**config.mk**
```make
export PLATFORM = sky130hd
export DESIGN_NAME = pipe_issue_ctrl
export DESIGN_NICKNAME = d
export VERILOG_FILES = /design/src/rtl/pipe_issue_ctrl.sv
export SDC_FILE = /design/constraint.sdc
export NUM_CORES = 1
export LEC_CHECK = 0
export BUFFER_PORTS_ARGS = -buffer_cell sky130_fd_sc_hd__buf_2
export CORE_MARGIN = 2
export CORE_UTILIZATION = 42
export DETAILED_ROUTE_END_ITERATION = 8
export PLACE_DENSITY = 0.63
export SLEW_MARGIN = 20
export SYNTH_ARGS = -nofsm -noshare
export SYNTH_HDL_FRONTEND = slang
export SYNTH_SLANG_ARGS = --single-unit
export TNS_END_PERCENT = 100
```
**constraint.sdc**
```tcl
create_clock -name clk_i -period 3.5 [get_ports clk_i]
set_input_delay 0.35 -clock clk_i [delete_from_list [all_inputs] [get_ports clk_i]]
set_output_delay 0.35 -clock clk_i [all_outputs]
set_load 0.01 [all_outputs]
```
**src/rtl/pipe_issue_ctrl.sv**
```systemverilog
// Issue/hazard controller: register scoreboard, in-flight limit, redirect and trap sequencing.
// Optional perf counters when PIPE_ISSUE_CTRL_PERF_EN is defined.
module pipe_issue_ctrl #(
  parameter int RF_ADDR_WIDTH = 5,
  parameter int PC_WIDTH      = 32,
  parameter int MAX_INFLIGHT  = 4
) (
  input  logic                     clk_i,
  input  logic                     rst_i,
  input  logic                     dec_valid_i,
  input  logic                     dec_rs1_used_i,
  input  logic [RF_ADDR_WIDTH-1:0] dec_rs1_addr_i,
  input  logic                     dec_rs2_used_i,
  input  logic [RF_ADDR_WIDTH-1:0] dec_rs2_addr_i,
  input  logic                     dec_rd_used_i,
  input  logic [RF_ADDR_WIDTH-1:0] dec_rd_addr_i,
  input  logic                     dec_is_trap_i,
  input  logic                     br_valid_i,
  input  logic [PC_WIDTH-1:0]      br_pc_i,
  input  logic                     wb_valid_i,
  input  logic                     wb_rd_used_i,
  input  logic [RF_ADDR_WIDTH-1:0] wb_rd_addr_i,
  input  logic                     trap_ack_i,
  output logic                     issue_o,
  output logic                     stall_o,
  output logic                     flush_o,
  output logic                     redirect_valid_o,
  output logic [PC_WIDTH-1:0]      redirect_pc_o,
  output logic                     trap_req_o
`ifdef PIPE_ISSUE_CTRL_PERF_EN
  ,
  output logic [31:0]              perf_stall_cnt_o,
  output logic [31:0]              perf_flush_cnt_o
`endif
);

  localparam int NREG = 1 << RF_ADDR_WIDTH;
  localparam logic [3:0] MAX_IF = 4'(MAX_INFLIGHT);

  typedef enum logic [1:0] {
    S_RUN,
    S_REDIR,
    S_DRAIN,
    S_TRAPW
  } state_t;

  state_t              r_state;
  state_t              w_state_nxt;
  logic [NREG-1:0]     r_sb;
  logic [NREG-1:0]     w_sb_nxt;
  logic [NREG-1:0]     w_sb_set;
  logic [NREG-1:0]     w_sb_clr;
  logic [3:0]          r_inflight;
  logic [3:0]          w_inflight_nxt;
  logic [PC_WIDTH-1:0] r_pc;
  logic [PC_WIDTH-1:0] w_pc_nxt;

  logic w_raw1;
  logic w_raw2;
  logic w_waw;
  logic w_hazard;
  logic w_full;
  logic w_issue;
  logic w_retire;
  logic w_drained;

  assign w_raw1 = dec_rs1_used_i & (dec_rs1_addr_i != '0)
                & r_sb[dec_rs1_addr_i];
  assign w_raw2 = dec_rs2_used_i & (dec_rs2_addr_i != '0)
                & r_sb[dec_rs2_addr_i];
  assign w_waw  = dec_rd_used_i & (dec_rd_addr_i != '0)
                & r_sb[dec_rd_addr_i];
  assign w_hazard = w_raw1 | w_raw2 | w_waw;
  assign w_full   = (r_inflight >= MAX_IF);

  // Reset gating keeps every output low while rst_i is held.
  assign w_issue = (r_state == S_RUN) & dec_valid_i & ~w_hazard
                 & ~w_full & ~br_valid_i & ~dec_is_trap_i & ~rst_i;

  // A retire with nothing in flight is ignored so the counter floors at 0.
  assign w_retire  = wb_valid_i & (r_inflight != '0);
  assign w_drained = (r_inflight == '0) & (r_sb == '0);

  always_comb begin
    w_sb_set = '0;
    w_sb_clr = '0;
    if (w_issue && dec_rd_used_i && (dec_rd_addr_i != '0))
      w_sb_set[dec_rd_addr_i] = 1'b1;
    if (wb_valid_i && wb_rd_used_i)
      w_sb_clr[wb_rd_addr_i] = 1'b1;
    w_sb_nxt = (r_sb & ~w_sb_clr) | w_sb_set;
  end

  always_comb begin
    w_inflight_nxt = r_inflight;
    unique case ({w_issue, w_retire})
      2'b10:   w_inflight_nxt = r_inflight + 4'd1;
      2'b01:   w_inflight_nxt = r_inflight - 4'd1;
      default: w_inflight_nxt = r_inflight;
    endcase
  end

  always_comb begin
    w_state_nxt = r_state;
    w_pc_nxt    = r_pc;
    unique case (r_state)
      S_RUN: begin
        if (br_valid_i) begin
          w_state_nxt = S_REDIR;
          w_pc_nxt    = br_pc_i;
        end else if (dec_valid_i && dec_is_trap_i) begin
          w_state_nxt = S_DRAIN;
        end
      end
      S_REDIR: w_state_nxt = S_RUN;
      S_DRAIN: begin
        if (br_valid_i) begin
          w_state_nxt = S_REDIR;
          w_pc_nxt    = br_pc_i;
        end else if (w_drained) begin
          w_state_nxt = S_TRAPW;
        end
      end
      S_TRAPW: begin
        // Trap handoff reuses the last redirect PC; the trap unit steers fetch later.
        if (trap_ack_i)
          w_state_nxt = S_REDIR;
      end
      default: w_state_nxt = S_RUN;
    endcase
  end

  always_ff @(posedge clk_i or posedge rst_i) begin
    if (rst_i) begin
      r_state    <= S_RUN;
      r_sb       <= '0;
      r_inflight <= '0;
      r_pc       <= '0;
    end else begin
      r_state    <= w_state_nxt;
      r_sb       <= w_sb_nxt;
      r_inflight <= w_inflight_nxt;
      r_pc       <= w_pc_nxt;
    end
  end

  assign issue_o          = w_issue;
  assign stall_o          = dec_valid_i & ~w_issue & ~rst_i;
  assign flush_o          = (r_state == S_REDIR);
  assign redirect_valid_o = (r_state == S_REDIR);
  assign redirect_pc_o    = r_pc;
  assign trap_req_o       = (r_state == S_TRAPW);

`ifdef PIPE_ISSUE_CTRL_PERF_EN
  logic [31:0] r_stall_cnt;
  logic [31:0] r_flush_cnt;

  always_ff @(posedge clk_i or posedge rst_i) begin
    if (rst_i) begin
      r_stall_cnt <= '0;
      r_flush_cnt <= '0;
    end else begin
      r_stall_cnt <= r_stall_cnt + 32'(stall_o);
      r_flush_cnt <= r_flush_cnt + 32'(flush_o);
    end
  end

  assign perf_stall_cnt_o = r_stall_cnt;
  assign perf_flush_cnt_o = r_flush_cnt;
`endif

endmodule

```
==> results.py, run 1 <==
metrics = {
    "die": {
        "rows": 36,
        "start_util_pct": 42.9,
        "core-area_um2": 9730,
        "dieArea_um2": 10800,
        "die_y_um": 104,
        "io_pins": 100,
        "die_x_um": 104,
    },
    "synth": {
        "synth_top_area_share_pct": 41.9,
        "syn_area_um2": 4180,
        "yosysSeqAreaShare_pct": 41.9,
        "async_reset_ff_share_pct": 100,
        "synth.avg_cell_area_um2": 11.0,
        "synth.area.top_cells": "dfrtp_1 42%, mux2_2 11%, o21ai_0 4.6%, o21ai_2 4.4%, nand3_1 4.3%",
        "synth_largest_area_cell": "dfrtp_1",
        "yosys_warnings": 0,
        "synthFlopType": "dfrtp_1",
        "syn_inst": 381,
        "synth-edff-count": 0,
        "ys_ff_latch": 70,
        "mappedNetlistNets": 448,
        "synth_cell_types": 53,
    },
    "timing": {
        "rsz0062_at_grt": "no",
        "setup_violations": 0,
        "skew_ns": 0.0116,
        "hold_viol": 0,
        "fin_crit_ns": 3.23,
        "fmax_mhz": 309,
        "timing.final.crit_share_pct": 92.4,
        "final_max_slew_viol_count": 0,
        "tightestPinTransition_ns": 0.894,
        "setup_tns_ns": 0,
        "slew_headroom_pct": 40.4,
    },
    "global_routing": {
        "grt_pass1_vias": 3512,
        "grt_max_degree": 71,
        "gr-total-overflow": 0,
        "grt_usage_pct": 21.6,
        "antenna_found_initial": 0,
        "grt_pass1_wl_um": 18600,
    },
    "detailed_routing": {
        "wl_um": 11500,
        "vias": 3559,
        "route.detailed.drc": 0,
        "wire_per_inst_um": 18.6,
        "drtAntennaViolNets": 0,
        "routed_via_density": 5.77,
        "firstDrtPassIters": 6,
        "dr.first_iter.drc_count": 271,
    },
    "power_and_ir_drop": {
        "leakagePower_nw": 2.21,
        "power_density_nw_per_um2": 467,
        "peakVddDrop_v": 0.000264,
    },
    "setup_path": {
        "worstPathArrival_ns": 3.47,
        "crit_path_start_kind": "register",
        "crit_type": "reg2reg",
        "crit_required_ns": 3.73,
        "endpoint_kind": "register",
        "crit_fanout": 5,
    },
    "final_layout": {
        "n_antenna_cell": 0,
        "drive_above_1_share_pct": 42.6,
        "final_area_um2": 5030,
        "fill_cells": 912,
        "fin_nets": 547,
        "flow.area_growth_from_synthesis_pct": 20.4,
    },
    "clock_network": {
        "root_buffer": "clkbuf_8",
        "htree_levels": 3,
        "clkSlewWorstSetupHoldPaths_ns": 0.08,
        "cts_inserted_buffers": 9,
        "cts_tree": "built",
        "cts_sinks": 70,
        "cts-hold-fix-buffers": 0,
        "cts_repair_resize_count": 0,
        "clockBufferDepth": 2,
        "clkLatencyLatePin_ns": 0.35,
        "postCtsSetupBuffers": 0,
    },
    "placed_design": {
        "gp_congestion": 0.880,
        "post-dp-hpwl_um": 8270,
        "post_dp_cell_area_um2": 4820,
        "io_buffers": 99,
    },
    "job": {
        "maxCapViolCount": 0,
    },
    "worst_hold_path": {
        "min_path_type": "in2reg",
    },
    "run_status": {
        "status": "finished, final reports clean",
    },
}
==> critical path, cell delays in order, from the launching register on <==
cell and delay (ns):
dfrtp_1 0.44, mux4_1 0.51, mux2_2 0.28, a221oi_2 0.27
a211o_2 0.17, nand3_4 0.07, nand2b_1 0.18, ha_1 0.24
ha_1 0.28, a21o_1 0.18, a21oi_1 0.17, xnor2_1 0.13
nor2_1 0.06, xor2_1 0.14
==> where the power goes <==
group	switching [mW]	total [mW]	internal, mW
Sequential	0.0793	1.02	0.938
Clock	0.324	0.721	0.397
Combinational	0.314	0.610	0.295
Total	0.717	2.35	1.63
==> flip-flops by register name, indices dropped and copies added, names as in the netlist <==
name           count
r_sb              32
r_inflight         4
redirect_pc_o     32
r_state            2
==> synth_stat cells (all sizes together), types with 4 or more instances <==
library cell / instances
dfrtp: 70
nor4: 10
clkbuf: 14
buf: 8
mux2i: 17
nand3: 37
o21ai: 68
nand3b: 9
nor3b: 4
nor2b: 5
mux4: 13
mux2: 40
nor2: 13
nand2: 12
inv: 7
==> placed cells by master (no fill, tap or decap), drive strengths merged, types with 3 or more instances in the layout <==
master,synthesis,layout
a21oi,3,3
nor2b,5,5
dfrtp,70,70
inv,7,7
buf,8,110
nor2,13,13
nand2,12,12
or3,3,3
a221oi,3,3
nor4,10,10
mux2i,17,17
a211o,3,3
o21ai,68,68
nand3b,9,9
mux4,13,13
clkbuf,14,9
o22ai,3,3
nor3b,4,4
nor3,3,3
nand3,37,37
ha,3,3
or3b,3,3
mux2,40,40
nand4,3,3
==> logic make-up after synthesis <==
kind of cell | count (synthesis) | synth area share [%]
buf+inv | 29 | 3.51
simple gates | 111 | 15.1
xor+xnor | 4 | 0.839
flops | 70 | 41.9
compound gates | 93 | 14.9
fa+ha+maj | 4 | 1.38
mux | 70 | 22.3
==> final cells by class <==
cell class,count,area [um^2],area share [%]
Clock buffer,9,124,2.46
Clock inverter,6,86.3,1.72
Inverter,7,30.0,0.597
Multi-Input combinational cell,282,2290,45.6
Sequential cell,70,1750,34.8
Tap cell,133,166,3.31
Timing Repair Buffer,110,578,11.5
==> through the flow <==
step	power (mW)	util (%)	cells	hold slack [ns]	setup slack, ns
after detailed placement	1.65	49.5	602	0.490	0.153
after global placement	1.63	49.5	602	0.484	0.224
after floorplan	1.42	-	381	0.465	0.168
after CTS	2.36	51.7	617	0.217	0.270
after global routing	2.48	51.7	617	0.216	0.0685
final	2.35	51.7	617	0.225	0.267
==> metal layers <==
metal	vias to the layer above	track usage, %	part of all wire [%]
met3	21	3.78	5.6
met1	1738	29.3	43
met5	-	0	0
li1	1661	-	-
met2	139	35.1	49
met4	0	7.63	2.3
==> path summary, 6_finish.rpt <==
path | start | to | slack [ns] | cells after the start
hold / removal | br_pc_i[12] | redirect_pc_o[12] | 0.23 | 2
min in group asynchronous | rst_i | redirect_pc_o[12] | 0.32 | 3
setup / recovery | r_sb[27] | r_inflight[3] | 0.27 | 13
hold reg to reg | redirect_pc_o[4] | redirect_pc_o[4] | 0.50 | 1
setup reg to reg | r_sb[27] | r_inflight[3] | 0.27 | 13
max in group asynchronous | rst_i | r_sb[22] | 2.60 | 3
No activity file was read; power rests on OpenSTA's default activity.
==> inputs of run 2 (changes only) <==
--- a/config.mk
+++ b/config.mk
@@ -8,6 +8,7 @@
 export BUFFER_PORTS_ARGS = -buffer_cell sky130_fd_sc_hd__buf_2
 export CORE_MARGIN = 2
 export CORE_UTILIZATION = 42
+export CTS_BUF_LIST = sky130_fd_sc_hd__clkbuf_16
 export DETAILED_ROUTE_END_ITERATION = 8
 export PLACE_DENSITY = 0.63
 export SLEW_MARGIN = 20
==> results.py, run 2 (same netlist as run 1, synthesis figures left out) <==
metrics = {
    "die": {
        "start_util_pct": 42.9,
        "core-area_um2": 9730,
        "dieArea_um2": 10800,
        "die_y_um": 104,
        "rows": 36,
        "io_pins": 100,
        "die_x_um": 104,
    },
    "final_layout": {
        "fin_nets": 547,
        "n_antenna_cell": 0,
        "mostFrequentLayoutCells": "99 x buf_2, 70 x dfrtp_1, 40 x mux2_2, 38 x o21ai_0, 36 x nand3_1",
        "final_common_cell": "buf_2",
        "fill_cells": 900,
        "flow.area_growth_from_synthesis_pct": 22.8,
        "drive_above_1_share_pct": 42.6,
    },
    "power_and_ir_drop": {
        "power.total_mw": 2.60,
        "leakagePower_nw": 2.26,
        "power_density_nw_per_um2": 507,
        "peakVddDrop_v": 0.000265,
    },
    "timing": {
        "timing.final.crit_share_pct": 92.4,
        "hold_viol": 0,
        "setup_tns_ns": 0,
        "slew_headroom_pct": 40.6,
        "final_max_slew_viol_count": 0,
        "fmax_mhz": 309,
        "fin_crit_ns": 3.23,
        "skew_ns": 0.00871,
        "setup_violations": 0,
        "rsz0062_at_grt": "no",
        "tightestPinTransition_ns": 0.892,
    },
    "setup_path": {
        "worst_path_most_repeated_cell": "ha_1",
        "crit_fanout": 5,
        "crit_path_start_kind": "register",
        "endpoint_kind": "register",
        "crit_path_top_delay_cell": "mux4_1",
        "crit_required_ns": 3.72,
        "max_stage_delay_ns": 0.51,
        "worstPathArrival_ns": 3.45,
        "path_buf_inv": 0,
        "crit_type": "reg2reg",
        "critPathTopFamily": "compound AO/OA/AOI/OAI gates",
        "path_cells": "mux4_1 > mux2_2 > a221oi_2 > a211o_2 > nand3_4 > nand2b_1 > ha_1 > ha_1 > a21o_1 > a21oi_1 > xnor2_1 > nor2_1 > xor2_1",
    },
    "global_routing": {
        "grt_max_degree": 71,
        "use_met2_pct": 35.2,
        "grt_pass1_wl_um": 18800,
        "use_met3_pct": 3.52,
        "grt_pass1_vias": 3578,
        "grt_usage_pct": 21.8,
        "antenna_found_initial": 0,
        "use_met1_pct": 29.5,
        "gr-total-overflow": 0,
        "top_usage_layer": "met2",
    },
    "clock_network": {
        "cts_sinks": 70,
        "clkSlewWorstSetupHoldPaths_ns": 0.06,
        "clockBufferDepth": 2,
        "cts-hold-fix-buffers": 0,
        "clkLatencyLatePin_ns": 0.33,
        "cts_repair_resize_count": 0,
        "cts_inserted_buffers": 9,
        "postCtsSetupBuffers": 0,
        "cts_tree": "built",
        "htree_levels": 3,
        "root_buffer": "clkbuf_16",
    },
    "detailed_routing": {
        "wl_um": 11400,
        "firstDrtPassIters": 5,
        "dr.first_iter.drc_count": 278,
        "route.detailed.drc": 0,
        "routed_via_density": 5.83,
        "drtAntennaViolNets": 0,
        "wire_per_inst_um": 18.5,
        "vias": 3596,
    },
    "run_status": {
        "status": "finished, final reports clean",
    },
    "placed_design": {
        "gp_congestion": 0.880,
        "io_buffers": 99,
        "post-dp-hpwl_um": 8270,
    },
    "job": {
        "maxCapViolCount": 0,
    },
    "worst_hold_path": {
        "min_path_type": "in2reg",
    },
}
run 2: final timing paths:
path | from | endpoint | slack (ns) | depth (start not counted)
hold reg to reg | redirect_pc_o[4] | redirect_pc_o[4] | 0.50 | 1
max in group asynchronous | rst_i | r_sb[7] | 2.59 | 3
min in group asynchronous | rst_i | redirect_pc_o[17] | 0.34 | 3
setup reg to reg | r_sb[27] | r_inflight[3] | 0.27 | 13
hold / removal | br_pc_i[12] | redirect_pc_o[12] | 0.25 | 2
setup / recovery | r_sb[27] | r_inflight[3] | 0.27 | 13
run 2: final cells by class:
type / count / area (um^2) / share of cell area [%]
Clock buffer: 9 / 225 / 4.39
Clock inverter: 6 / 86.3 / 1.68
Inverter: 7 / 30.0 / 0.586
Multi-Input combinational cell: 282 / 2290 / 44.7
Sequential cell: 70 / 1750 / 34.2
Tap cell: 133 / 166 / 3.24
Timing Repair Buffer: 110 / 578 / 11.3
run 2: power breakdown:
| group | internal (mW) | switching, mW | leakage (nW) | total, mW |
|---|---|---|---|---|
| combinational | 0.295 | 0.314 | 1.21 | 0.609 |
| sequential | 0.940 | 0.0798 | 0.893 | 1.02 |
| clock | 0.620 | 0.351 | 0.152 | 0.970 |
run 2: per-stage QoR:
step           utilization, %  hold slack, ns  instance area, um^2  worst slack, ns  cells
6_report                 52.7           0.246                 5130            0.265    617
5_1_grt                  52.7           0.244                 5130           0.0668    617
4_1_cts                  52.7           0.242                 5130            0.258    617
3_5_place_dp             49.5           0.490                 4820            0.153    602
3_3_place_gp             49.5           0.484                 4820            0.224    602
2_1_floorplan               -           0.465                 4180            0.168    381
run 2: layer usage:
| metal | up-vias | share of wire, % |
|---|---|---|
| li1 | 1662 | - |
| met1 | 1775 | 44 |
| met2 | 131 | 49 |
| met3 | 28 | 5.2 |
| met4 | 0 | 2.6 |
| met5 | - | 0 |
run 2: worst reg2reg max path: cells and delay by family, from the launching register on:
family / cells / cell delay (ns)
flip-flops: 1 / 0.44
AND/OR/NAND/NOR: 3 / 0.31
adder cells (fa/ha/maj): 2 / 0.52
multiplexers: 2 / 0.79
AO/OA/AOI/OAI: 4 / 0.79
XOR/XNOR: 2 / 0.27
